$ cat config.mk
export PLATFORM = sky130hd
export DESIGN_NAME = branch_predictor
export DESIGN_NICKNAME = d
export VERILOG_FILES = /design/src/rtl/branch_predictor.sv
export SDC_FILE = /design/constraint.sdc
export NUM_CORES = 1
export LEC_CHECK = 0
export ABC_AREA = 1
export CAP_MARGIN = 20
export CORE_MARGIN = 2
export CORE_UTILIZATION = 42
export CTS_CLUSTER_SIZE = 14
export DETAILED_ROUTE_END_ITERATION = 12
export MAX_ROUTING_LAYER = met4
export SYNTH_ARGS = -nofsm -noshare
export SYNTH_HDL_FRONTEND = slang
export SYNTH_SLANG_ARGS = --single-unit
export TNS_END_PERCENT = 5
$ cat constraint.sdc
create_clock -name clk -period 2.2 [get_ports clk]
set_input_delay 0.44 -clock clk [delete_from_list [all_inputs] [get_ports clk]]
set_output_delay 0.44 -clock clk [all_outputs]
set_load 0.02 [all_outputs]
$ cat src/rtl/branch_predictor.sv
// branch_predictor: 2-bit BHT + direct-mapped BTB fetch predictor with EX-stage resolve, redirect and training.
// Ports: clk, rst_n (async, active-low); if_pc -> if_pred_taken/if_pred_target (combinational lookup);
// ex_* resolve inputs -> pc_src, redirect_pc, flush_ifid, flush_idex (combinational);
// perf_branches/perf_mispredicts exist only when BP_PERF_CNT_EN is defined.
module branch_predictor #(
   parameter int WORD_SIZE      = 32,
   parameter int BHT_INDEX_BITS = 6,
   parameter int BTB_INDEX_BITS = 4,
   parameter int PERF_CNT_WIDTH = 16
) (
   input  logic                 clk,
   input  logic                 rst_n,
   input  logic [WORD_SIZE-1:0] if_pc,
   output logic                 if_pred_taken,
   output logic [WORD_SIZE-1:0] if_pred_target,
   input  logic                 ex_valid,
   input  logic                 ex_branch,
   input  logic                 ex_jump,
   input  logic                 ex_cond,
   input  logic [WORD_SIZE-1:0] ex_pc,
   input  logic [WORD_SIZE-1:0] ex_target,
   input  logic                 ex_pred_taken,
   input  logic [WORD_SIZE-1:0] ex_pred_target,
   output logic                 pc_src,
   output logic [WORD_SIZE-1:0] redirect_pc,
   output logic                 flush_ifid,
   output logic                 flush_idex
`ifdef BP_PERF_CNT_EN
   ,
   output logic [PERF_CNT_WIDTH-1:0] perf_branches,
   output logic [PERF_CNT_WIDTH-1:0] perf_mispredicts
`endif
);
   localparam int BHT_N = 1 << BHT_INDEX_BITS;
   localparam int BTB_N = 1 << BTB_INDEX_BITS;
   localparam int TAG_W = WORD_SIZE - BTB_INDEX_BITS - 2;
   logic [1:0]           bht [BHT_N];
   logic [BTB_N-1:0]     btb_valid;
   logic [BTB_N-1:0]     btb_jump;
   logic [TAG_W-1:0]     btb_tag [BTB_N];
   logic [WORD_SIZE-1:0] btb_target [BTB_N];
   logic [BHT_INDEX_BITS-1:0] if_bi, ex_bi;
   logic [BTB_INDEX_BITS-1:0] if_ti, ex_ti;
   logic [TAG_W-1:0]          if_tag, ex_tag;
   logic       hit, is_cf, actual_taken, alias_mis, mispredict, bht_we, btb_we;
   logic [1:0] cnt, cnt_next;
   logic       unused_ok;
   assign unused_ok = ^if_pc[1:0];
   always_comb begin
      if_bi          = if_pc[BHT_INDEX_BITS+1:2];
      if_ti          = if_pc[BTB_INDEX_BITS+1:2];
      if_tag         = if_pc[WORD_SIZE-1:BTB_INDEX_BITS+2];
      ex_bi          = ex_pc[BHT_INDEX_BITS+1:2];
      ex_ti          = ex_pc[BTB_INDEX_BITS+1:2];
      ex_tag         = ex_pc[WORD_SIZE-1:BTB_INDEX_BITS+2];
      hit            = btb_valid[if_ti] && (btb_tag[if_ti] == if_tag);
      // jumps in the BTB predict taken regardless of the direction counter
      if_pred_taken  = hit && (btb_jump[if_ti] || bht[if_bi][1]);
      if_pred_target = btb_target[if_ti];
      is_cf          = ex_branch | ex_jump;
      actual_taken   = ex_jump | (ex_branch & ex_cond);
      // a BTB hit on a non-control-flow instruction is a stale or aliased entry
      alias_mis      = ex_valid & ~is_cf & ex_pred_taken;
      mispredict     = alias_mis | (ex_valid & is_cf &
                       ((actual_taken != ex_pred_taken) | (actual_taken & (ex_target != ex_pred_target))));
      pc_src         = mispredict;
      flush_ifid     = mispredict;
      flush_idex     = mispredict;
      redirect_pc    = !mispredict ? '0 : actual_taken ? ex_target : ex_pc + WORD_SIZE'(4);
      cnt            = bht[ex_bi];
      cnt_next       = ex_cond ? (cnt == 2'd3 ? cnt : cnt + 2'd1) : (cnt == 2'd0 ? cnt : cnt - 2'd1);
      bht_we         = ex_valid & ex_branch;
      btb_we         = ex_valid & actual_taken;
   end
   always_ff @(posedge clk or negedge rst_n) begin
      if (!rst_n) begin
         for (int i = 0; i < BHT_N; i++) bht[i] <= 2'd1;
         btb_valid <= '0;
      end else begin
         if (bht_we) bht[ex_bi] <= cnt_next;
         if (btb_we) btb_valid[ex_ti] <= 1'b1;
         else if (alias_mis) btb_valid[ex_ti] <= 1'b0;
      end
   end
   // entry payload needs no reset: it is only observed through the valid bit
   always_ff @(posedge clk) begin
      if (btb_we) begin
         btb_tag[ex_ti]    <= ex_tag;
         btb_target[ex_ti] <= ex_target;
         btb_jump[ex_ti]   <= ex_jump;
      end
   end
`ifdef BP_PERF_CNT_EN
   always_ff @(posedge clk or negedge rst_n) begin
      if (!rst_n) begin
         perf_branches    <= '0;
         perf_mispredicts <= '0;
      end else begin
         if (ex_valid & is_cf) perf_branches <= perf_branches + 1'b1;
         if (mispredict) perf_mispredicts <= perf_mispredicts + 1'b1;
      end
   end
`else
   logic [PERF_CNT_WIDTH-1:0] unused_perf;
   assign unused_perf = '0;
`endif
endmodule
# Word-level counts from Yosys, hierarchy flattened
# Memories as Yosys holds them, arrays and structs flattened.
# Index checks and enable logic that the tools add are counted.
[op_classes]
order_cmp = 6
muxes = 25
n_addsub = 3
bitwise_logic = 18
reduce_logical = 7
n_eq_ne = 4
[op_table]
columns = ["op", "count"]
rows = [
  ["$bwmux 128", 1],
  ["$mux 32", 2],
  ["$add 32x3->32 const B", 1],
  ["$mux 16", 2],
  ["$ne 32x32->1", 1],
  ["$eq 26x26->1", 1],
  ["$bmux 2 s6", 2],
  ["$and 16x16->16", 1],
  ["$bwmux 16", 1],
  ["$mux 2", 8],
  ["$not 16->16", 1],
  ["$or 16x16->16", 1],
  ["$ge 7x7->1 const B", 2],
  ["$not 6->7", 2],
  ["$demux 2 s6", 1],
  ["$lt 4x5->1 const B", 2],
  ["$and 1x1->1", 8],
  ["$bmux 1 s4", 2],
  ["$lt 7x1->1 const B", 1],
  ["$mux 1", 5],
  ["$demux 1 s4", 1],
  ["$ge 4x1->1 const B", 1],
  ["$logic_and 1x1->1", 4],
  ["$or 1x1->1", 4],
  ["8 further kinds", 8],
]
[totals]
ram_bits = 928
regBits = 160
output_inout_bits = 68
in_bits = 135
n_memories = 2
[memory_table]
columns = ["memory", "words", "width", "read_ports", "rd_ports_with_merged_regs", "write_ports", "line_no", "source"]
rows = [
  ["btb_target", 16, 32, 1, 0, 1, "41", "logic [WORD_SIZE-1:0] btb_target [BTB_N];"],
  ["btb_tag", 16, 26, 1, 0, 1, "40", "logic [TAG_W-1:0] btb_tag [BTB_N];"],
]

# Logic depth before layout (Yosys ltp)
[logic_depth]
depth_word = 8
ltp_mapped = 17
ltp_nobuf = 15

# Worst setup path before layout
# No wires, ideal clock.
[synth_path]
kind = "input to register"
startpoint = "in ex_pc[2]"
endpoint = "reg btb_jump[10] (enable)"
required_ns = 1.724
slack_ns = -1.975
arrival_time_ns = 3.699
n_path_buf = 1
cell_stages = 7
path_cell_list = "inv_2 clkbuf_1 ha_1 inv_1 nor2_1 inv_1 nor2_1"
[synth_rtl]
columns = ["item", "line_no", "source"]
rows = [
  ["from (decl)", "20", "input logic [WORD_SIZE-1:0] ex_pc,"],
  ["to (signal, indexed assignment)", "90", "btb_jump[ex_ti] <= ex_jump;"],
  ["to (decl)", "39", "logic [BTB_N-1:0] btb_jump;"],
]

# Worst setup path after layout
[layout_path]
startpoint = "mem btb_tag[2][22] in the netlist's numbering"
endpoint = "out if_pred_taken"
[layout_between]
elab_chain_len = 4
[layout_rtl]
columns = ["item", "line_no", "source"]
rows = [
  ["from (decl)", "40", ""],
  ["$mem_v2 16x26", "-", ""],
  ["$eq 26x26->1", "56", "hit = btb_valid[if_ti] && (btb_tag[if_ti] == if_tag);"],
  ["$logic_and 1x1->1", "56", ""],
  ["$logic_and 1x1->1", "58", "if_pred_taken = hit && (btb_jump[if_ti] || bht[if_bi][1]);"],
  ["to (decl)", "14", "output logic if_pred_taken,"],
]
# Every way passes these cells.

==> metrics.txt <==
status complete, but fails checks; violated checks negative setup slack; Cell Area, Synth 0.0479 mm2; Final WS setup -0.688 ns; PD cells 776 mW/mm2; RSZ-0062 raised after global routing yes; Synth cell types 43; Total Routing Usage GR between 20% and 30%; DRT iter0 DRCs around 4300; clk_lat worst skew 0.72 ns; min-delay worst type input pin to flop; CP Capture Type primary output; CP cell instances nor2_1 > nor2_1 > o21ai_0 > nand3_1 > nand3_2 > nand2_1 > nand2_1 > nand2_1 > nor2_1 > nand2_2 > nor2_4 > nand3_4 > nor2_4 > buf_6; Hold Fails Final Rpt 0; Synth area leader edfxtp_1; H-tree levels 3; most frequent cells in the layout 1069 x nand2_1, 944 x edfxtp_1, 516 x nor2_1; Tot Pwr 47.9 mW; sequential power share 48.2%; commonest non-fill, non-tap cell in the layout nand2_1; largest net degree at the start of global routing 61; slowest CP cell edfxtp_1; cell row count 123; Die W 342 um; slew margin rel. between 50% and 60%; final setup fails 68; synthesis-stage register bit count 1088; pre-CTS WS -1.66 ns; crit path time final 2.89 ns; Peak VDD IR 0.617 mV; NetSw between 10 and 15 mW; clock skew about 0.033 ns; Synth Instances between 4000 and 5000; Register Area between 0.03 and 0.04 mm2; Initial DRT Pass Iterations 5; Fill cells 9517; first-pass GRT wire length 238 mm; post-synthesis net count 4752; Final Routed Wirelength 162 mm; crit-path max FO 2; Yosys Warn Count 0; clock sinks about 1100; Area contributors post-synth edfxtp_1 59%, nand2_1 8.9%, o21ai_0 4.5%; IO Port Bufs 200; vias in the first global route about 36000; max-cap violations 0; multi-input logic area 0.0145 mm2; Top-Level Pins 203; GP Congestion 0.921; drc violations 0; CP max stage delay 0.39 ns; clk buf depth 3; CP Data Arrival Time 2.45 ns; vias per cell 5.56; Final HPWL DP a little over 100 mm; share of layout cells above drive strength 1 22.1%; EDFF count, synth roughly 940; share of the synthesized area in the top cell type 59.2%; Mapped Avg Cell Area 10.4 um2; Max Fclk 346 MHz; Pleak around 24 nW; Required @ worst endpoint 1.76 ns; die area roughly 0.12 mm2; period utilization 131%; Int Power around 36 mW; critical path type flop to primary output; CTS root buf clkbuf_16; Core Area 0.113 mm2; initial antenna violation count 7; register area share after synthesis around two thirds; switching share of power 24.3%; Final nets about 5400; initial core utilization approximately 42%; Worst Setup Start Kind flop; DR WL/cell 23.7 um; total gr overflow 0; Clk network pwr share around 41%; Async S/R FF share, synth 13.2%; CTS clk-pin slew, worst paths 0.07 ns; Layout area overhead 28.8%; Worst-Margin Slew a little under 0.7 ns; Comb power frac approximately 11%; Main synth FF type edfxtp_1; Die Ht 342 um; total number of vias 38100; CTS tree yes; max-slew violations 0; post-route ant nets 0; CTS Buf Count 112
## power by group through the flow
stage / registers [mW] / logic, mW / clock network [mW]
finish: 23.1 / 5.24 / 19.6
global route: 23.1 / 5.59 / 20.6
CTS: 23.1 / 5.12 / 19.8
floorplan: 23.5 / 2.29 / 0
detailed placement: 23.5 / 4.87 / 0
global placement: 23.5 / 4.83 / 0
## layout make-up
cell class,instances,share of cell area (%)
sequential,1088,51.9
tap,1500,3.04
inverter,325,2.14
clock buffer,139,5.01
antenna,7,0.0284
timing repair buffer,801,13.2
clock inverter,67,1.12
multi-input combinational,2930,23.5
## synthesized netlist by cell type (23+ instances only)
| cell | n |
|---|---|
| a21oi_1 | 94 |
| buf_1 | 29 |
| buf_2 | 90 |
| clkbuf_1 | 124 |
| dfrtp_1 | 80 |
| dfstp_2 | 64 |
| edfxtp_1 | 944 |
| inv_1 | 313 |
| nand2_1 | 1131 |
| nand3_1 | 364 |
| nor2_1 | 554 |
| nor3_1 | 45 |
| o211ai_1 | 56 |
| o21ai_0 | 435 |
| o21ai_1 | 31 |
| o221ai_1 | 110 |
| xor2_1 | 23 |
## per-layer routing
layer,GRT usage (%),part of all wire [%],vias up
li1,-,-,17200
met1,38.3,41,18800
met2,44.0,47,1811
met3,4.52,9.5,259
met4,8.76,2.8,0
met5,-,0,-
## cell families after synthesis
| family | synth area share, % |
|---|---|
| buffers and inverters | 5.15 |
| XOR/XNOR | 0.585 |
| AND/OR/NAND/NOR | 18.2 |
| AO/OA/AOI/OAI | 9.14 |
| flip-flops | 66.8 |
| adder cells (fa/ha/maj) | 0.104 |
## flip-flops by register name, summed over array words and instances, names as in the netlist, named ones only
| register | count |
|---|---|
| bht | 128 |
| btb_jump | 16 |
| btb_tag | 416 |
| btb_target | 512 |
## critical path: cells and delay by family, from the launching register on
kind            cells  cell delay [ns]
simple gates       12             1.15
buf+inv             1             0.12
flops               1             0.39
compound gates      1             0.07
## metrics by stage
stage          instance area (um2)  hold slack (ns)  utilization (%)  TNS, ns  instances
3_5_place_dp                 56400            0.446             50.0  -750.66       6590
3_3_place_gp                 56400            0.441             50.0  -747.62       6590
5_1_grt                      61700           0.0478             54.7   -37.10       6857
4_1_cts                      61300           0.0307             54.3   -33.48       6838
6_report                     61700           0.0736             54.7   -31.36       6857
2_1_floorplan                48500            0.144                -   -76.89       4613
## timing repair
| action | 4_1_cts | 5_1_grt |
|---|---|---|
| pin swaps | 65 | 54 |
| endpoints found under the setup margin | 257 | 196 |
| hold buffers | 1 | 0 |
| setup buffers | 37 | 18 |
| endpoints found under the hold margin | 22 | 0 |
| gates resized for setup | 656 | 165 |
| cloned | 5 | 1 |
## worst paths after layout
kind	startpoint	end	slack (ns)	cells after the start
hold reg to reg	bht[80]$_DFFE_PN1P_	bht[80]$_DFFE_PN1P_	0.47	2
setup / recovery	btb_tag[2][22]$_DFFE_PP_	if_pred_taken	-0.69	14
min in group asynchronous	rst_n	bht[85]$_DFFE_PN0P_	0.26	2
hold / removal	ex_target[5]	btb_target[14][5]$_DFFE_PP_	0.07	1
max in group asynchronous	rst_n	asynchronous set/reset pin	1.22	3
setup reg to reg	bht[101]$_DFFE_PN0P_	bht[120]$_DFFE_PN1P_	0.11	16
Power figures use the tool's default switching activity.
